<file path="src/rtl/param_updown_counter.sv">
// param_updown_counter: parametrised up/down event/timer counter.
// Configurable width and modulus (0..MAX_VALUE), wrap or saturate at the
// bounds, synchronous clear/load (load clamps to MAX_VALUE) and a
// registered one-cycle terminal-count pulse.
// Optional feature macro: COUNTER_PRESCALE_EN -- when defined, a count step
// happens only once every PRESCALE enabled cycles.
module param_updown_counter #(
  parameter int unsigned      WIDTH     = 8,
  parameter logic [WIDTH-1:0] MAX_VALUE = {WIDTH{1'b1}},
  parameter bit               SATURATE  = 1'b0,
  parameter int unsigned      PRESCALE  = 4
) (
  input  logic             clk,
  input  logic             reset,
  input  logic             enable,
  input  logic             up_dn,
  input  logic             clear,
  input  logic             load,
  input  logic [WIDTH-1:0] load_value,
  output logic [WIDTH-1:0] out,
  output logic             tc,
  output logic             at_max,
  output logic             at_zero
);

  localparam logic [WIDTH-1:0] ZERO = {WIDTH{1'b0}};
  localparam logic [WIDTH-1:0] ONE  = WIDTH'(1);

  // Reject illegal configurations at elaboration time.
  if ((WIDTH < 2) || (WIDTH > 32)) begin : g_bad_width
    $error("param_updown_counter: WIDTH must be 2..32");
  end
  if (MAX_VALUE == ZERO) begin : g_bad_max
    $error("param_updown_counter: MAX_VALUE must be >= 1");
  end
  if (PRESCALE < 1) begin : g_bad_prescale
    $error("param_updown_counter: PRESCALE must be >= 1");
  end

  logic [WIDTH-1:0] out_q, out_d;
  logic             tc_q, tc_d;
  logic             step_s;

`ifdef COUNTER_PRESCALE_EN
  localparam int unsigned       PRE_W    = (PRESCALE > 1) ? $clog2(PRESCALE) : 1;
  localparam logic [PRE_W-1:0]  PRE_LAST = PRE_W'(PRESCALE - 1);
  localparam logic [PRE_W-1:0]  PRE_ONE  = PRE_W'(1);

  logic [PRE_W-1:0] pre_q, pre_d;

  // Prescaler: clear/load restart it; a step fires on the last enabled tick.
  always_comb begin
    pre_d  = pre_q;
    step_s = 1'b0;
    if (clear || load) begin
      pre_d = {PRE_W{1'b0}};
    end else if (enable) begin
      if (pre_q == PRE_LAST) begin
        pre_d  = {PRE_W{1'b0}};
        step_s = 1'b1;
      end else begin
        pre_d = pre_q + PRE_ONE;
      end
    end else begin
      pre_d = pre_q;
    end
  end

  // Prescale counter register with synchronous reset.
  always_ff @(posedge clk) begin
    if (reset) begin
      pre_q <= {PRE_W{1'b0}};
    end else begin
      pre_q <= pre_d;
    end
  end
`else
  // Without the prescaler every enabled cycle is a count step.
  always_comb begin
    step_s = enable;
  end
`endif

  // Next count and terminal-count pulse; clear > load > step, bounds checked
  // before any arithmetic so no implicit overflow is relied upon.
  always_comb begin
    out_d = out_q;
    tc_d  = 1'b0;
    if (clear) begin
      out_d = ZERO;
    end else if (load) begin
      out_d = (load_value > MAX_VALUE) ? MAX_VALUE : load_value;
    end else if (step_s) begin
      if (up_dn) begin
        if (out_q < MAX_VALUE) begin
          out_d = out_q + ONE;
          tc_d  = SATURATE && (out_q == (MAX_VALUE - ONE));
        end else if (!SATURATE) begin
          out_d = ZERO;
          tc_d  = 1'b1;
        end else begin
          out_d = out_q;
        end
      end else begin
        if (out_q != ZERO) begin
          out_d = out_q - ONE;
          tc_d  = SATURATE && (out_q == ONE);
        end else if (!SATURATE) begin
          out_d = MAX_VALUE;
          tc_d  = 1'b1;
        end else begin
          out_d = out_q;
        end
      end
    end else begin
      out_d = out_q;
    end
  end

  // Count and tc registers; reset wins over every other action.
  always_ff @(posedge clk) begin
    if (reset) begin
      out_q <= ZERO;
      tc_q  <= 1'b0;
    end else begin
      out_q <= out_d;
      tc_q  <= tc_d;
    end
  end

  assign out     = out_q;
  assign tc      = tc_q;
  assign at_max  = (out_q == MAX_VALUE);
  assign at_zero = (out_q == ZERO);

endmodule
</file>
<file path="config.mk">
export PLATFORM = sky130hd
export DESIGN_NAME = param_updown_counter
export DESIGN_NICKNAME = d
export VERILOG_FILES = /design/src/rtl/param_updown_counter.sv
export SDC_FILE = /design/constraint.sdc
export NUM_CORES = 1
export LEC_CHECK = 0
export BUFFER_PORTS_ARGS = -buffer_cell sky130_fd_sc_hd__buf_2
export CORE_UTILIZATION = 40
export DETAILED_ROUTE_END_ITERATION = 12
export SLEW_MARGIN = 0
export SYNTH_ARGS = -nofsm -noshare
export SYNTH_HDL_FRONTEND = slang
export SYNTH_SLANG_ARGS = --single-unit
</file>
<file path="constraint.sdc">
create_clock -name clk -period 5.02 [get_ports clk]
set_input_delay 0.251 -clock clk [delete_from_list [all_inputs] [get_ports clk]]
set_output_delay 0.251 -clock clk [all_outputs]
set_load 0.02 [all_outputs]
</file>
==> run metrics <==
Max Clock Freq ~0.45 GHz; overall power 204 µW; Core Area about 0.0018 mm²; Largest delay share family, worst path simple AND/OR/NAND/NOR gates; Iteration-0 DRC Markers 29; main combinational cell family by area after synthesis simple AND/OR/NAND/NOR gates; Setup Buffers After CTS 0; first-pass GRT wire length about 3.4 mm; Slew HR roughly 60%; total global-route track usage a little over a fifth; Post-DRT Antenna Nets 0; Simple-Gate Fraction of Synth Area 29.4%; Via density slightly below 6; GRT overflow 0; compound-cell area share of the yosys netlist 28.0%; Max IR drop VDD between 0.0001 and 0.00015 V; unique cell type count in the Yosys netlist 38; status finished clean; yosys warns 0; setup_tns 0 ps; Final min period 2210 ps; final cell count without fillers ~160; worst endpoint data arrival time 1960 ps; Post-synth EDFFs 0; First-pass DRT Iterations 4; leading cell type by number of instances after synthesis a21oi_1; final hold viol count 0; Post-Place Cells approximately 160; Synth-to-Final Area Change 15.9%; Clk Latency, worst-skew pair 270 ps; PwrDens 215 mW/mm²; nets between 150 and 200; Crit path largest cell delay 470 ps; Slew @ Worst Pin between 500 and 600 ps; most used cell, CP inv_1; final WL 2.16 mm; gp weighted congestion 0.827; post-cts resize count 0; hold crit path type in -> reg; Worst path slowest cell or3b_2; Fin Hold WS 217 ps; die area between 0.002 and 0.0025 mm²; Synth Area in XOR/XNOR approximately 5.4%; vias in the first global route between 700 and 800; Rows 15; mux share of post-synthesis cell area around 2.6%; CTS tree yes; ant diodes 0; H-tree depth 1; CP endpoint kind primary output; Synth Area in Adders approximately 4.6%; root buffer cell clkbuf_4; port bufs 24; Final Max Tran Viols 0; clock skew 8.40 ps; Initial Utilization roughly 45%; dpl hpwl roughly 1.6 mm; Main synth FF type dfxtp_1; layout cells sized above 1 between 20% and 30%; Leak 0.000399 µW; crit-path cells inv_1, ha_1, or3b_2, or2_4, inv_1, buf_2; flops & latches, synth 9; post-synthesis cell area 818 µm²; CP Data Required Time 4770 ps; Post-synth ARST share 0%; syn avg cell area roughly 7.1 µm²; I/O pins 25; Final setup viols 0; MaxCap Viol Count 0; Tcrit/Tclk final a little over two fifths; sequential element share of the synthesized area approximately 22%; Setup crit start kind register; largest net degree at the start of global routing 21; crit path max fanout 7; die height between 40 and 50 µm; Crit path buffers/inverters 3; Residual DRC 0; cell taking the most area after synthesis dfxtp_1; routed len/inst approximately 14 µm; post-layout util around 52%; synth cell count leaders a21oi_1, nor2_1, dfxtp_1, nor3_1; Syn Inst Count roughly 120; CTS Buffer Depth 2; initial antenna violation count 0; cts-stage hold buffer count 0; Synth Net Count 133; area share of the largest cell type after synthesis 22.0%; Reg clk slew, reported paths ~70 ps; RSZ-0062 raised after global routing false; Synth area leaders dfxtp_1, a21oi_1, nor2_1; cts bufs inserted 3; Die W 47.2 µm; routed vias ~900; CTS sink count 9; critical path class reg -> out
## worst register-to-register path, delay by kind of cell, from the launching register on
family | cells | cell delay (ps)
adders and majority gates | 1 | 200
AOI/OAI and AO/OA | 2 | 380
DFF | 1 | 370
buffers and inverters | 1 | 130
and+or+nand+nor | 3 | 840
## registers in the layout, summed over array words and instances, names as in the netlist
| register | flops |
|---|---|
| tc | 1 |
| out | 8 |
## where the power goes
part	total (µW)	switching (µW)	internal, µW
clock	58.7	28.0	30.7
sequential	81.4	6.82	74.5
combinational	64.2	36.3	27.9
total	204	71.1	133
## final cells by class
cell class              count  area, µm²
clock buffers               4       26.3
well taps                  25       31.3
fillers                   205        872
inverters                   5       18.8
repair buffers             24        120
flip-flops and latches      9        180
multi-input cells          92        572
## logic make-up after synthesis
logic type               Yosys count
AO/OA/AOI/OAI                     36
adder cells (fa/ha/maj)            3
flip-flops                         9
buffers and inverters             15
XOR/XNOR                           5
multiplexers                       2
AND/OR/NAND/NOR                   46
## metal layers
metal  wire length (µm)  vias to the layer above  GRT usage, %
met5                  0                        -             0
li1                   -                      452             -
met2                948                       45          33.4
met1               1030                      415          28.6
met3                137                       14          6.15
met4                 36                        0          6.29
## worst paths after layout
check                        endpoint  slack, ps  cells past startpoint           startpoint
setup / recovery              at_zero       2810                      6  out[0]$_SDFFE_PP0P_
hold / removal    out[2]$_SDFFE_PP0P_        220                      3        load_value[2]
setup reg to reg  out[2]$_SDFFE_PP0P_       3030                      7  out[0]$_SDFFE_PP0P_
hold reg to reg   out[6]$_SDFFE_PP0P_        660                      3  out[6]$_SDFFE_PP0P_
## through the flow
| step | worst slack (ps) | area, µm² |
|---|---|---|
| 6_report | 2810 | 948 |
| 5_1_grt | 2700 | 948 |
| 4_1_cts | 2810 | 948 |
| 3_5_place_dp | 3080 | 922 |
| 3_3_place_gp | 3160 | 922 |
| 2_1_floorplan | 3020 | 818 |
## layout by cell type (no fill, tap or decap), drive strengths merged, types with 2 or more instances in the layout
cell type / synthesis / final
dfxtp: 9 / 9
nand2: 6 / 6
buf: 3 / 24
a21oi: 14 / 14
clkbuf: 7 / 4
a21o: 2 / 2
ha: 3 / 3
xnor2: 2 / 2
inv: 5 / 5
nor3: 8 / 8
or3: 2 / 2
nand3: 2 / 2
o31ai: 2 / 2
o22ai: 2 / 2
o21ai: 7 / 7
a211oi: 2 / 2
or2: 3 / 3
nand4: 3 / 3
nand2b: 3 / 3
xor2: 3 / 3
nor3b: 2 / 2
nor2: 13 / 13
Power figures use the tool's default switching activity.
